[src/rtl/pio_in_edge_pkg.sv]
// ---------------------------------------------------------------------------
// pio_in_pkg
//
// Purpose:
//   Shared definitions for the pio_in_edge input PIO: the register word
//   addresses, the CTRL bit position of the interrupt mode, the interrupt
//   mode enumeration and a small bus-decode helper.
//
// Contents:
//   ADDR_*        3-bit word addresses of the register map
//   IRQ_MODE_BIT  bit index of IRQ_MODE inside CTRL
//   irq_mode_e    IRQ_LEVEL (irq follows masked filtered input) or
//                 IRQ_EDGE  (irq follows masked edge captures)
//   busWrite()    true when the slave sees a write strobe this cycle
// ---------------------------------------------------------------------------
package pio_in_pkg;

    localparam logic [2:0] ADDR_DATA = 3'd0;
    localparam logic [2:0] ADDR_MASK = 3'd2;
    localparam logic [2:0] ADDR_EDGE = 3'd3;
    localparam logic [2:0] ADDR_RISE = 3'd4;
    localparam logic [2:0] ADDR_FALL = 3'd5;
    localparam logic [2:0] ADDR_CTRL = 3'd6;
    localparam logic [2:0] ADDR_DBTH = 3'd7;

    localparam int IRQ_MODE_BIT = 0;

    typedef enum logic {
        IRQ_LEVEL = 1'b0,
        IRQ_EDGE  = 1'b1
    } irq_mode_e;

    // A write happens on any cycle the slave is selected with write_n low;
    // there are no wait states, so this is the complete write qualifier.
    function automatic logic busWrite(input logic chipselect, input logic write_n);
        return chipselect & ~write_n;
    endfunction

endpackage

[src/rtl/pio_in_edge_if.sv]
// ---------------------------------------------------------------------------
// pio_in_edge_if
//
// Purpose:
//   Avalon-MM slave bus bundle for the pio_in_edge input PIO.
//
// Signals:
//   address     3   word address
//   chipselect  1   slave select
//   write_n     1   active-low write strobe
//   writedata   32  write data
//   readdata    32  registered read data (one cycle latency)
//
// Modports:
//   master  drives address/chipselect/write_n/writedata, samples readdata
//   slave   samples the request signals, drives readdata
// ---------------------------------------------------------------------------
interface pio_in_edge_if;

    logic [2:0]  address;
    logic        chipselect;
    logic        write_n;
    logic [31:0] writedata;
    logic [31:0] readdata;

    modport master (
        output address,
        output chipselect,
        output write_n,
        output writedata,
        input  readdata
    );

    modport slave (
        input  address,
        input  chipselect,
        input  write_n,
        input  writedata,
        output readdata
    );

endinterface

[src/rtl/pio_in_edge_debounce.sv]
// ---------------------------------------------------------------------------
// pio_in_debounce
//
// Purpose:
//   Single-bit counter filter. The filtered output only follows the
//   synchronised input once that input has disagreed with the current
//   filtered value for i_thresh+1 consecutive cycles. A threshold of 0
//   therefore behaves as a plain one-cycle register.
//
//   The module body is only present when PIO_IN_DEBOUNCE_EN is defined,
//   because it is only instantiated in that build.
//
// Parameters:
//   DB_W      counter / threshold width
//
// Ports:
//   clk       in   1     system clock
//   reset_n   in   1     synchronous active-low reset
//   i_sync    in   1     synchronised input bit
//   i_thresh  in   DB_W  number of extra stable cycles required
//   o_filt    out  1     filtered (debounced) bit
// ---------------------------------------------------------------------------
`ifdef PIO_IN_DEBOUNCE_EN
module pio_in_debounce #(
    parameter int DB_W = 16
) (
    input  logic            clk,
    input  logic            reset_n,
    input  logic            i_sync,
    input  logic [DB_W-1:0] i_thresh,
    output logic            o_filt
);

    logic [DB_W-1:0] r_count;
    logic            r_filt;

    // The counter measures how long the input has been sitting at the
    // opposite value of the filtered output. Any return to agreement throws
    // the run away, so a glitch shorter than the threshold never gets
    // through. Comparing with >= keeps the filter well behaved if firmware
    // lowers the threshold while a count is already above it.
    always_ff @(posedge clk) begin
        if (!reset_n) begin
            r_count <= '0;
            r_filt  <= 1'b0;
        end else if (i_sync == r_filt) begin
            r_count <= '0;
        end else if (r_count >= i_thresh) begin
            r_filt  <= i_sync;
            r_count <= '0;
        end else begin
            r_count <= r_count + DB_W'(1);
        end
    end

    assign o_filt = r_filt;

endmodule
`endif

[src/rtl/pio_in_edge.sv]
// ---------------------------------------------------------------------------
// pio_in_edge
//
// Purpose:
//   Avalon-MM input PIO with per-bit rising/falling edge selection,
//   write-1-to-clear edge capture, level or edge interrupt mode and an
//   optional per-bit debounce filter.
//
// Configuration macro:
//   PIO_IN_DEBOUNCE_EN  when defined, every input bit gets a DB_W-bit
//                       debounce counter and DB_THRESH exists at address 7.
//                       When undefined, the filter stage is a plain
//                       register and address 7 reads 0.
//
// Parameters:
//   WIDTH        number of input bits (1..32)
//   SYNC_STAGES  synchroniser depth (2..4)
//   DB_W         debounce counter width (debounce build only)
//   RISE_RST     reset value of RISE_EN
//   FALL_RST     reset value of FALL_EN
//
// Ports:
//   clk       in   1      system clock
//   reset_n   in   1      synchronous active-low reset
//   bus       slave       Avalon-MM register interface (pio_in_edge_if)
//   in_port   in   WIDTH  asynchronous external inputs
//   irq       out  1      registered interrupt request, active high
//
// Register map (word addresses, WIDTH bits LSB aligned, rest reads 0):
//   0 DATA (RO)  2 IRQ_MASK  3 EDGE_CAPTURE (W1C)  4 RISE_EN  5 FALL_EN
//   6 CTRL (bit0 IRQ_MODE)  7 DB_THRESH (debounce build only)
// ---------------------------------------------------------------------------
module pio_in_edge
    import pio_in_pkg::*;
#(
    parameter int               WIDTH       = 2,
    parameter int               SYNC_STAGES = 2,
    parameter int               DB_W        = 16,
    parameter logic [WIDTH-1:0] RISE_RST    = '1,
    parameter logic [WIDTH-1:0] FALL_RST    = '1
) (
    input  logic             clk,
    input  logic             reset_n,
    pio_in_edge_if.slave     bus,
    input  logic [WIDTH-1:0] in_port,
    output logic             irq
);

    logic [WIDTH-1:0] r_sync [SYNC_STAGES];
    logic [WIDTH-1:0] w_syncOut;
    logic [WIDTH-1:0] w_filt;
    logic [WIDTH-1:0] r_prev;

    logic [WIDTH-1:0] r_irqMask;
    logic [WIDTH-1:0] r_edgeCap;
    logic [WIDTH-1:0] r_riseEn;
    logic [WIDTH-1:0] r_fallEn;
    irq_mode_e        r_irqMode;

    logic [31:0]      r_readdata;
    logic [31:0]      w_readMux;
    logic             r_irq;

    logic             w_write;
    logic [WIDTH-1:0] w_rise;
    logic [WIDTH-1:0] w_fall;
    logic [WIDTH-1:0] w_edgeDetect;
    logic [WIDTH-1:0] w_edgeClear;

    // Only the low WIDTH (or DB_W) bits of writedata are stored; the rest is
    // folded here so the upper bits are visibly consumed.
    logic             w_unusedWdata;

    assign w_write       = busWrite(bus.chipselect, bus.write_n);
    assign w_unusedWdata = ^bus.writedata;

    // Metastability synchroniser: in_port is asynchronous, so it walks
    // through SYNC_STAGES flops before anything else looks at it.
    always_ff @(posedge clk) begin
        if (!reset_n) begin
            for (int i = 0; i < SYNC_STAGES; i++) begin
                r_sync[i] <= '0;
            end
        end else begin
            r_sync[0] <= in_port;
            for (int i = 1; i < SYNC_STAGES; i++) begin
                r_sync[i] <= r_sync[i-1];
            end
        end
    end

    assign w_syncOut = r_sync[SYNC_STAGES-1];

`ifdef PIO_IN_DEBOUNCE_EN
    logic [DB_W-1:0] r_dbThresh;

    // Debounce threshold register. It resets to the slowest possible filter
    // so that inputs do not chatter before firmware has configured it.
    always_ff @(posedge clk) begin
        if (!reset_n) begin
            r_dbThresh <= '1;
        end else if (w_write && bus.address == ADDR_DBTH) begin
            r_dbThresh <= bus.writedata[DB_W-1:0];
        end
    end

    // One independent counter filter per input bit, all sharing the same
    // threshold.
    for (genvar g = 0; g < WIDTH; g++) begin : g_debounce
        pio_in_debounce #(
            .DB_W(DB_W)
        ) u_debounce (
            .clk      (clk),
            .reset_n  (reset_n),
            .i_sync   (w_syncOut[g]),
            .i_thresh (r_dbThresh),
            .o_filt   (w_filt[g])
        );
    end
`else
    logic [WIDTH-1:0] r_filt;
    logic [DB_W-1:0]  w_unusedDbWidth;

    // Without debounce the filter stage is just one more register, which
    // keeps the DATA latency identical to a debounce build with threshold 0.
    always_ff @(posedge clk) begin
        if (!reset_n) begin
            r_filt <= '0;
        end else begin
            r_filt <= w_syncOut;
        end
    end

    assign w_filt          = r_filt;
    assign w_unusedDbWidth = '0;
`endif

    // The previous filtered value gives us a one-cycle history for edge
    // detection. Each direction is enabled per bit independently.
    always_ff @(posedge clk) begin
        if (!reset_n) begin
            r_prev <= '0;
        end else begin
            r_prev <= w_filt;
        end
    end

    assign w_rise       = w_filt & ~r_prev & r_riseEn;
    assign w_fall       = ~w_filt & r_prev & r_fallEn;
    assign w_edgeDetect = w_rise | w_fall;
    assign w_edgeClear  = (w_write && bus.address == ADDR_EDGE) ?
                          bus.writedata[WIDTH-1:0] : '0;

    // Edge capture: the clear is applied first and the new edges are OR-ed
    // in afterwards, so an edge arriving in the same cycle as a W1C of the
    // same bit survives and no event is ever lost.
    always_ff @(posedge clk) begin
        if (!reset_n) begin
            r_edgeCap <= '0;
        end else begin
            r_edgeCap <= (r_edgeCap & ~w_edgeClear) | w_edgeDetect;
        end
    end

    // Plain read/write configuration registers. Changing the edge enables
    // deliberately leaves already captured edges untouched.
    always_ff @(posedge clk) begin
        if (!reset_n) begin
            r_irqMask <= '0;
            r_riseEn  <= RISE_RST;
            r_fallEn  <= FALL_RST;
            r_irqMode <= IRQ_LEVEL;
        end else if (w_write) begin
            case (bus.address)
                ADDR_MASK: r_irqMask <= bus.writedata[WIDTH-1:0];
                ADDR_RISE: r_riseEn  <= bus.writedata[WIDTH-1:0];
                ADDR_FALL: r_fallEn  <= bus.writedata[WIDTH-1:0];
                ADDR_CTRL: r_irqMode <= irq_mode_e'(bus.writedata[IRQ_MODE_BIT]);
                default:   ;
            endcase
        end
    end

    // Read mux. Every register is zero-extended to 32 bits; address 1 and,
    // in the plain build, address 7 fall through to the zero default.
    always_comb begin
        w_readMux = '0;
        case (bus.address)
            ADDR_DATA: w_readMux[WIDTH-1:0]     = w_filt;
            ADDR_MASK: w_readMux[WIDTH-1:0]     = r_irqMask;
            ADDR_EDGE: w_readMux[WIDTH-1:0]     = r_edgeCap;
            ADDR_RISE: w_readMux[WIDTH-1:0]     = r_riseEn;
            ADDR_FALL: w_readMux[WIDTH-1:0]     = r_fallEn;
            ADDR_CTRL: w_readMux[IRQ_MODE_BIT]  = r_irqMode;
`ifdef PIO_IN_DEBOUNCE_EN
            ADDR_DBTH: w_readMux[DB_W-1:0]      = r_dbThresh;
`endif
            default:   ;
        endcase
    end

    // readdata is registered every cycle regardless of chipselect, which
    // gives the fixed one-cycle read latency the bridge expects.
    always_ff @(posedge clk) begin
        if (!reset_n) begin
            r_readdata <= '0;
        end else begin
            r_readdata <= w_readMux;
        end
    end

    // Interrupt request, registered to keep the GIC input glitch free.
    // Level mode watches the filtered inputs; edge mode watches captures.
    always_ff @(posedge clk) begin
        if (!reset_n) begin
            r_irq <= 1'b0;
        end else if (r_irqMode == IRQ_EDGE) begin
            r_irq <= |(r_edgeCap & r_irqMask);
        end else begin
            r_irq <= |(w_filt & r_irqMask);
        end
    end

    assign bus.readdata = r_readdata;
    assign irq          = r_irq;

endmodule
[src/flat_wrapper.sv]
// flat-port wrapper written by rule: the top's interface ports become plain ports
module pio_in_edge_flat import pio_in_pkg::*;
#(
    parameter int               WIDTH       = 2,
    parameter int               SYNC_STAGES = 2,
    parameter int               DB_W        = 16,
    parameter logic [WIDTH-1:0] RISE_RST    = '1,
    parameter logic [WIDTH-1:0] FALL_RST    = '1
)
  (clk, reset_n, in_port, irq, bus_address, bus_chipselect, bus_write_n, bus_writedata, bus_readdata);
  pio_in_edge_if bus_i ();
  input  logic clk;
  input  logic reset_n;
  input  logic [WIDTH-1:0] in_port;
  output logic irq;
  input wire logic [$bits(bus_i.address)-1:0] bus_address;
  input wire logic [$bits(bus_i.chipselect)-1:0] bus_chipselect;
  input wire logic [$bits(bus_i.write_n)-1:0] bus_write_n;
  input wire logic [$bits(bus_i.writedata)-1:0] bus_writedata;
  output wire logic [$bits(bus_i.readdata)-1:0] bus_readdata;
  assign bus_i.address = bus_address;
  assign bus_i.chipselect = bus_chipselect;
  assign bus_i.write_n = bus_write_n;
  assign bus_i.writedata = bus_writedata;
  assign bus_readdata = bus_i.readdata;
  pio_in_edge #(.WIDTH(WIDTH), .SYNC_STAGES(SYNC_STAGES), .DB_W(DB_W), .RISE_RST(RISE_RST), .FALL_RST(FALL_RST)) u_core (.clk(clk), .reset_n(reset_n), .bus(bus_i), .in_port(in_port), .irq(irq));
endmodule
[config.mk]
export PLATFORM = sky130hd
export DESIGN_NAME = pio_in_edge_flat
export DESIGN_NICKNAME = d
export VERILOG_FILES = /design/src/rtl/pio_in_edge_pkg.sv /design/src/rtl/pio_in_edge_if.sv /design/src/rtl/pio_in_edge_debounce.sv /design/src/rtl/pio_in_edge.sv /design/src/flat_wrapper.sv
export SDC_FILE = /design/constraint.sdc
export NUM_CORES = 1
export LEC_CHECK = 0
export ABC_AREA = 0
export CAP_MARGIN = 20
export CORE_UTILIZATION = 35
export DETAILED_ROUTE_END_ITERATION = 12
export PLACE_DENSITY = 0.79
export SETUP_SLACK_MARGIN = 0.5
export SYNTH_ARGS = -nofsm -noshare
export SYNTH_HDL_FRONTEND = slang
export SYNTH_SLANG_ARGS = --single-unit
export TNS_END_PERCENT = 100
[constraint.sdc]
create_clock -name clk -period 1.6 [get_ports clk]
set_clock_uncertainty 0.2 [all_clocks]
set_input_delay 0.32 -clock clk [delete_from_list [all_inputs] [get_ports clk]]
set_output_delay 0.32 -clock clk [all_outputs]
set_load 0.01 [all_outputs]
==> flow_summary.json, run 1 <==
{
  "outcome": "finished clean",
  "internal_power_mw": 0.691,
  "synth-edff-count": 0,
  "final-max-slew-violation-count": 0,
  "grt_max_degree": 11,
  "timing_hold_violations_final": 0,
  "die_area_um2": 3410,
  "final_layout_size_suffix_gt1_frac": 0.399,
  "worst-path-buf-inv": 1,
  "clk_transition_reported_paths_ps": 110,
  "end_kind": "output pin",
  "synthDistinctLibCells": 33,
  "avgSynthCellArea_um2": 8.98,
  "die-height_um": 58.4,
  "clock_tree.htree_level_count": 1,
  "yosysMostFrequentCell": "sky130_fd_sc_hd__buf_4",
  "netlist.area_leader.share": 0.360,
  "layout-area-overhead-vs-synth_pct": 28.7,
  "yosysTopAreaCell": "sky130_fd_sc_hd__dfxtp_1",
  "drv.max_cap_violation_count": 0,
  "timing.critical_path.arrival_ps": 740,
  "cpPeakStageDelay_ps": 310,
  "critPathKind": "reg2out",
  "post_synth_inst_count": 124,
  "wl_met1_um": 978,
  "ys_top_cells_by_count": "sky130_fd_sc_hd__buf_4, sky130_fd_sc_hd__dfxtp_1, sky130_fd_sc_hd__nand3_1",
  "drtPass1Iterations": 4,
  "synth_area_um2": 1110,
  "initial_core_util": 0.368,
  "clkPwrFrac": 0.247,
  "total_length_of_routed_met3_wires_um": 135,
  "num_io_pins": 74,
  "cts_num_sinks": 20,
  "grt_pass1_vias": 806,
  "fmaxAchievable_mhz": 791,
  "fin_util": 0.473,
  "numCtsBuffers": 3,
  "antenna_cells": 0,
  "layout_setup_ws_ps": 336,
  "fin_hold_ws_ps": 208,
  "chipWidth_um": 58.4,
  "critPathMaxFanout": 1,
  "power.leakage_nw": 0.630,
  "io_buffers": 13,
  "timing.hold.worst.class": "in2reg",
  "drc": 0,
  "synthArstFlopShare": 0,
  "synth_seq_area_share": 0.360,
  "antenna_found_initial": 0,
  "grt_first_pass_wirelength_mm": 3.44,
  "critical_path.slowest_cell": "sky130_fd_sc_hd__dfxtp_1",
  "vias_per_cell": 4.51,
  "pre_cts_ws_ps": -369,
  "cts-root-to-sink-buffers": 2,
  "crit_path_cell_trace": "buf_2",
  "synth.yosys.warnings": 0,
  "via_count": 912,
  "grt_util_all_layers": 0.135,
  "finalNetCount": 201,
  "setup_viol_count_final": 0,
  "met2WireLength_mm": 1.21,
  "grt_setup_unrepaired": "true",
  "setup.worst_path.start_class": "register",
  "pwr-share-comb": 0.204,
  "power-per-cell-area_nw_per_um2": 666,
  "clock_tree.root_cell": "sky130_fd_sc_hd__clkbuf_4",
  "post-route-period-util": 0.790,
  "tritoncts": "yes",
  "p_seq_frac": 0.550,
  "gpl.final_weighted_congestion": 0.887,
  "placeableCoreArea_um2": 3030,
  "power.switching_fraction": 0.275,
  "worst_ir_drop_vdd_v": 0.000494,
  "core.rowCount": 20,
  "synth-seq-cells": 20,
  "totalWireLength_mm": 2.33,
  "setup_total_negative_slack_ps": 0,
  "clock_insertion_delay_worst_skew_ps": 310,
  "detail_route.iter0.violations": 20,
  "worst-endpoint-required_ps": 1080,
  "power_switching_mw": 0.262,
  "critical-path-top-delay-family": "flip-flops",
  "post-route-min-period_ps": 1260,
  "avgRoutedWirePerCell_um": 11.5,
  "gr-total-overflow": 0,
  "top_layer": "met4",
  "synth-main-ff-cell": "sky130_fd_sc_hd__dfxtp_1",
  "synthTopCellsByArea": "sky130_fd_sc_hd__dfxtp_1, sky130_fd_sc_hd__buf_4, sky130_fd_sc_hd__nand3_1, sky130_fd_sc_hd__and2_1, sky130_fd_sc_hd__o21ai_0",
  "antenna_violating_nets_post_route": 0,
  "finalPower_mw": 0.954,
  "cts-hold-fix-buffers": 0,
  "dpl_wire_length_mm": 1.59
}
layer usage:
metal  vias to the layer above  global-route usage
met5                         -                   0
met4                         0              0.0646
met3                         2              0.0527
met2                        31               0.223
met1                       441               0.153
li1                        438                   -
area by class of cell:
class,count,area (um2)
Fill cell,293,1600
Sequential cell,20,408
Multi-Input combinational cell,95,633
Timing Repair Buffer,36,299
Clock buffer,3,22.5
Tap cell,44,55.1
Inverter,4,15.0
final timing paths:
path | to | cells after the start | slack [ps] | from
max reg2reg | u_core.bus.readdata[0]$_SDFF_PN0_ | 3 | 370 | u_core.r_irqMode$_SDFFE_PN0P_
min reg2reg | u_core.r_filt[1]$_SDFF_PN0_ | 1 | 240 | u_core.r_sync[1][1]$_SDFF_PN0_
max | irq | 1 | 340 | u_core.irq$_SDFF_PN0_
min | u_core.r_irqMask[0]$_SDFFE_PN0P_ | 4 | 210 | bus_address[2]
timing repair:
action                     4_1_cts  5_1_grt
setup endpoints to repair       18       15
buffers inserted                 6        1
resized for setup               47       17
pin swaps                       14        8
layout by cell type (no fill, tap or decap), types with 4 or more instances in the layout:
master,netlist,final
sky130_fd_sc_hd__conb_1,1,30
sky130_fd_sc_hd__buf_4,31,18
sky130_fd_sc_hd__dfxtp_1,20,14
sky130_fd_sc_hd__and2_1,8,8
sky130_fd_sc_hd__nand3_1,11,6
sky130_fd_sc_hd__buf_6,2,6
sky130_fd_sc_hd__dfxtp_2,0,6
sky130_fd_sc_hd__o21ai_2,0,5
sky130_fd_sc_hd__nand3_2,0,5
sky130_fd_sc_hd__nand2_1,4,4
sky130_fd_sc_hd__buf_2,0,4
metrics by stage:
step	instance area, um2	std cells
floorplan	1280	153
global placement	1290	192
detailed placement	1290	192
CTS	1380	201
global route	1430	202
finish	1430	202
logic make-up after synthesis:
kind of cell | count (synthesis) | share of synthesized area
muxes | 3 | 0.0281
other | 1 | 0.00337
AOI/OAI and AO/OA | 24 | 0.139
and+or+nand+nor | 38 | 0.215
buffers and inverters | 38 | 0.255
DFF | 20 | 0.360
registers in the layout (all words and copies together), names as in the netlist:
| name | count |
|---|---|
| u_core.r_prev | 2 |
| u_core.r_sync | 4 |
| u_core.r_irqMode | 1 |
| u_core.r_irqMask | 2 |
| u_core.r_edgeCap | 2 |
| u_core.r_fallEn | 2 |
| u_core.r_filt | 2 |
| u_core.r_riseEn | 2 |
| u_core.bus.readdata | 2 |
| u_core.irq | 1 |
power by group through the flow:
| stage | sequential [mW] | combinational, mW | clock, mW |
|---|---|---|---|
| 2_1_floorplan | 0.532 | 0.162 | 0 |
| 3_3_place_gp | 0.532 | 0.171 | 0 |
| 3_5_place_dp | 0.533 | 0.174 | 0 |
| 4_1_cts | 0.522 | 0.184 | 0.237 |
| 5_1_grt | 0.526 | 0.210 | 0.269 |
| 6_report | 0.524 | 0.194 | 0.235 |
Note: power is estimated with default switching activity, not from simulation.
==> inputs of run 2 (changes only) <==
Settings changed: CORE_UTILIZATION 35 to 32, PLACE_DENSITY 0.79 to 0.76.
Clock period 1.6 ns to 1.05 ns, I/O delays scaled along.
==> flow_summary.json, run 2 (synthesized netlist as in run 1, its figures left out) <==
{
  "end_kind": "register",
  "clock_insertion_delay_worst_skew_ps": 300,
  "whs_path_depth": 2,
  "die_area_um2": 3720,
  "timing.reg2reg.worst_path_depth": 3,
  "internal_power_mw": 1.33,
  "fin_hold_ws_ps": -10.0,
  "drv.max_cap_violation_count": 0,
  "numCtsBuffers": 3,
  "grt_first_pass_wirelength_mm": 3.66,
  "setup_total_negative_slack_ps": -924,
  "grt_pass1_vias": 826,
  "dpl_wire_length_mm": 1.63,
  "cts_num_sinks": 20,
  "p_seq_frac": 0.453,
  "antenna_found_initial": 0,
  "place_area_um2": 1350,
  "number_of_flip_flops_under_the_largest_register_name": 4,
  "grt_max_degree": 13,
  "pre_cts_ws_ps": -770,
  "crit_path_start": "u_core.r_filt[0]$_SDFF_PN0_",
  "finalNetCount": 208,
  "layout_setup_ws_ps": -194,
  "placed_cells_incl_taps": 199,
  "critical_path.slowest_cell": "sky130_fd_sc_hd__dfxtp_2",
  "timing_hold_violations_final": 1,
  "num_io_pins": 74,
  "io_buffers": 13,
  "drc": 0,
  "critPathMaxFanout": 2,
  "avgRoutedWirePerCell_um": 11.5,
  "vias_per_cell": 4.45,
  "layout_commonest_cell": "sky130_fd_sc_hd__conb_1",
  "power-per-cell-area_nw_per_um2": 1100,
  "critPathKind": "reg2reg",
  "most_frequent_cells_in_the_layout": "sky130_fd_sc_hd__conb_1, sky130_fd_sc_hd__buf_4, sky130_fd_sc_hd__buf_6",
  "drtPass1Iterations": 4,
  "critical-path-top-delay-family": "compound AO/OA/AOI/OAI gates",
  "setup_viol_count_final": 10,
  "layout-area-overhead-vs-synth_pct": 43.6,
  "timing.critical_path.arrival_ps": 1240,
  "grt_util_all_layers": 0.137,
  "antenna_violating_nets_post_route": 0,
  "via_count": 944,
  "fmaxAchievable_mhz": 804,
  "die-height_um": 61.0,
  "gr-total-overflow": 0,
  "gpl.final_weighted_congestion": 0.858,
  "timing.hold.worst.class": "in2reg",
  "pwr-share-comb": 0.191,
  "final_layout_size_suffix_gt1_frac": 0.458,
  "fin_util": 0.479,
  "post-route-min-period_ps": 1240,
  "crit_path_cell_trace": "nor4b_4, a31o_1, o311a_1",
  "worst-path-buf-inv": 0,
  "path_depth": 3,
  "final_design_area_no_fill_um2": 1600,
  "worst-endpoint-required_ps": 1050,
  "worstHoldStart": "in_port[1]",
  "clock_tree.htree_level_count": 1,
  "power.switching_fraction": 0.241,
  "totalWireLength_mm": 2.43,
  "detail_route.iter0.violations": 24,
  "clkPwrFrac": 0.356,
  "final-max-slew-violation-count": 0,
  "initial_core_util": 0.334,
  "setup.worst_path.start_class": "register",
  "core.rowCount": 21,
  "tritoncts": "yes",
  "chipWidth_um": 61.0,
  "grt_setup_unrepaired": "true",
  "outcome": "finished, violations left",
  "power.leakage_nw": 0.704,
  "worst_r2r_startpoint": "u_core.r_filt[0]$_SDFF_PN0_",
  "placeableCoreArea_um2": 3340,
  "worst_ir_drop_vdd_v": 0.000692,
  "cts-root-to-sink-buffers": 2,
  "cpPeakStageDelay_ps": 350,
  "antenna_cells": 0,
  "clk_transition_reported_paths_ps": 110,
  "failed_checks": "hold timing, setup timing",
  "clock_tree.root_cell": "sky130_fd_sc_hd__clkbuf_4",
  "power_switching_mw": 0.422,
  "post-route-period-util": 1.18,
  "max_flop_register": "u_core.r_sync",
  "instances_no_fill": 212
}
-- run 2: changes by cell type in the layout (fill, tap and decap cells not counted), sizes merged --
cell	change
buf	+9
clkdlybuf4s50	-2
bufinv	+1
-- run 2: power by group through the flow --
stage	Sequential [mW]	Clock (mW)	Combinational (mW)
floorplan	0.811	0	0.253
global placement	0.809	0	0.274
detailed placement	0.810	0	0.276
CTS	0.792	0.638	0.316
global route	0.797	0.665	0.363
finish	0.794	0.623	0.335
-- run 2: final timing paths --
path                                            end  slack (ps)
setup / recovery  u_core.bus.readdata[0]$_SDFF_PN0_        -190
hold / removal       u_core.r_sync[0][1]$_SDFF_PN0_         -10
setup reg to reg  u_core.bus.readdata[0]$_SDFF_PN0_        -190
hold reg to reg         u_core.r_filt[0]$_SDFF_PN0_         240
-- run 2: what timing repair did --
action | in CTS | in global routing
gates resized for setup | 72 | 13
setup endpoints to repair | 23 | 22
pin swaps | 19 | 6
hold endpoints to repair | 1 | 0
setup buffers | 7 | 2
-- run 2: layout make-up --
cell class | count | area, um2
fill | 343 | 1740
multi-input combinational | 95 | 663
sequential | 20 | 412
timing repair buffer | 43 | 399
tap | 46 | 57.6
clock inverter | 1 | 30.0
clock buffer | 3 | 22.5
inverter | 4 | 15.0
-- run 2: per-stage QoR --
stage                     power [mW]  hold WS [ps]
after floorplan                 1.06           132
after global placement          1.08           211
after detailed placement        1.09           220
after CTS                       1.75         -16.9
after global routing            1.82          2.87
final                           1.75         -10.0
-- run 2: layer usage --
metal,track usage,part of all wire,vias up
li1,-,-,456
met1,0.146,0.38,448
met2,0.248,0.55,34
met3,0.0469,0.055,6
met4,0.0519,0.014,0
met5,0,0,-
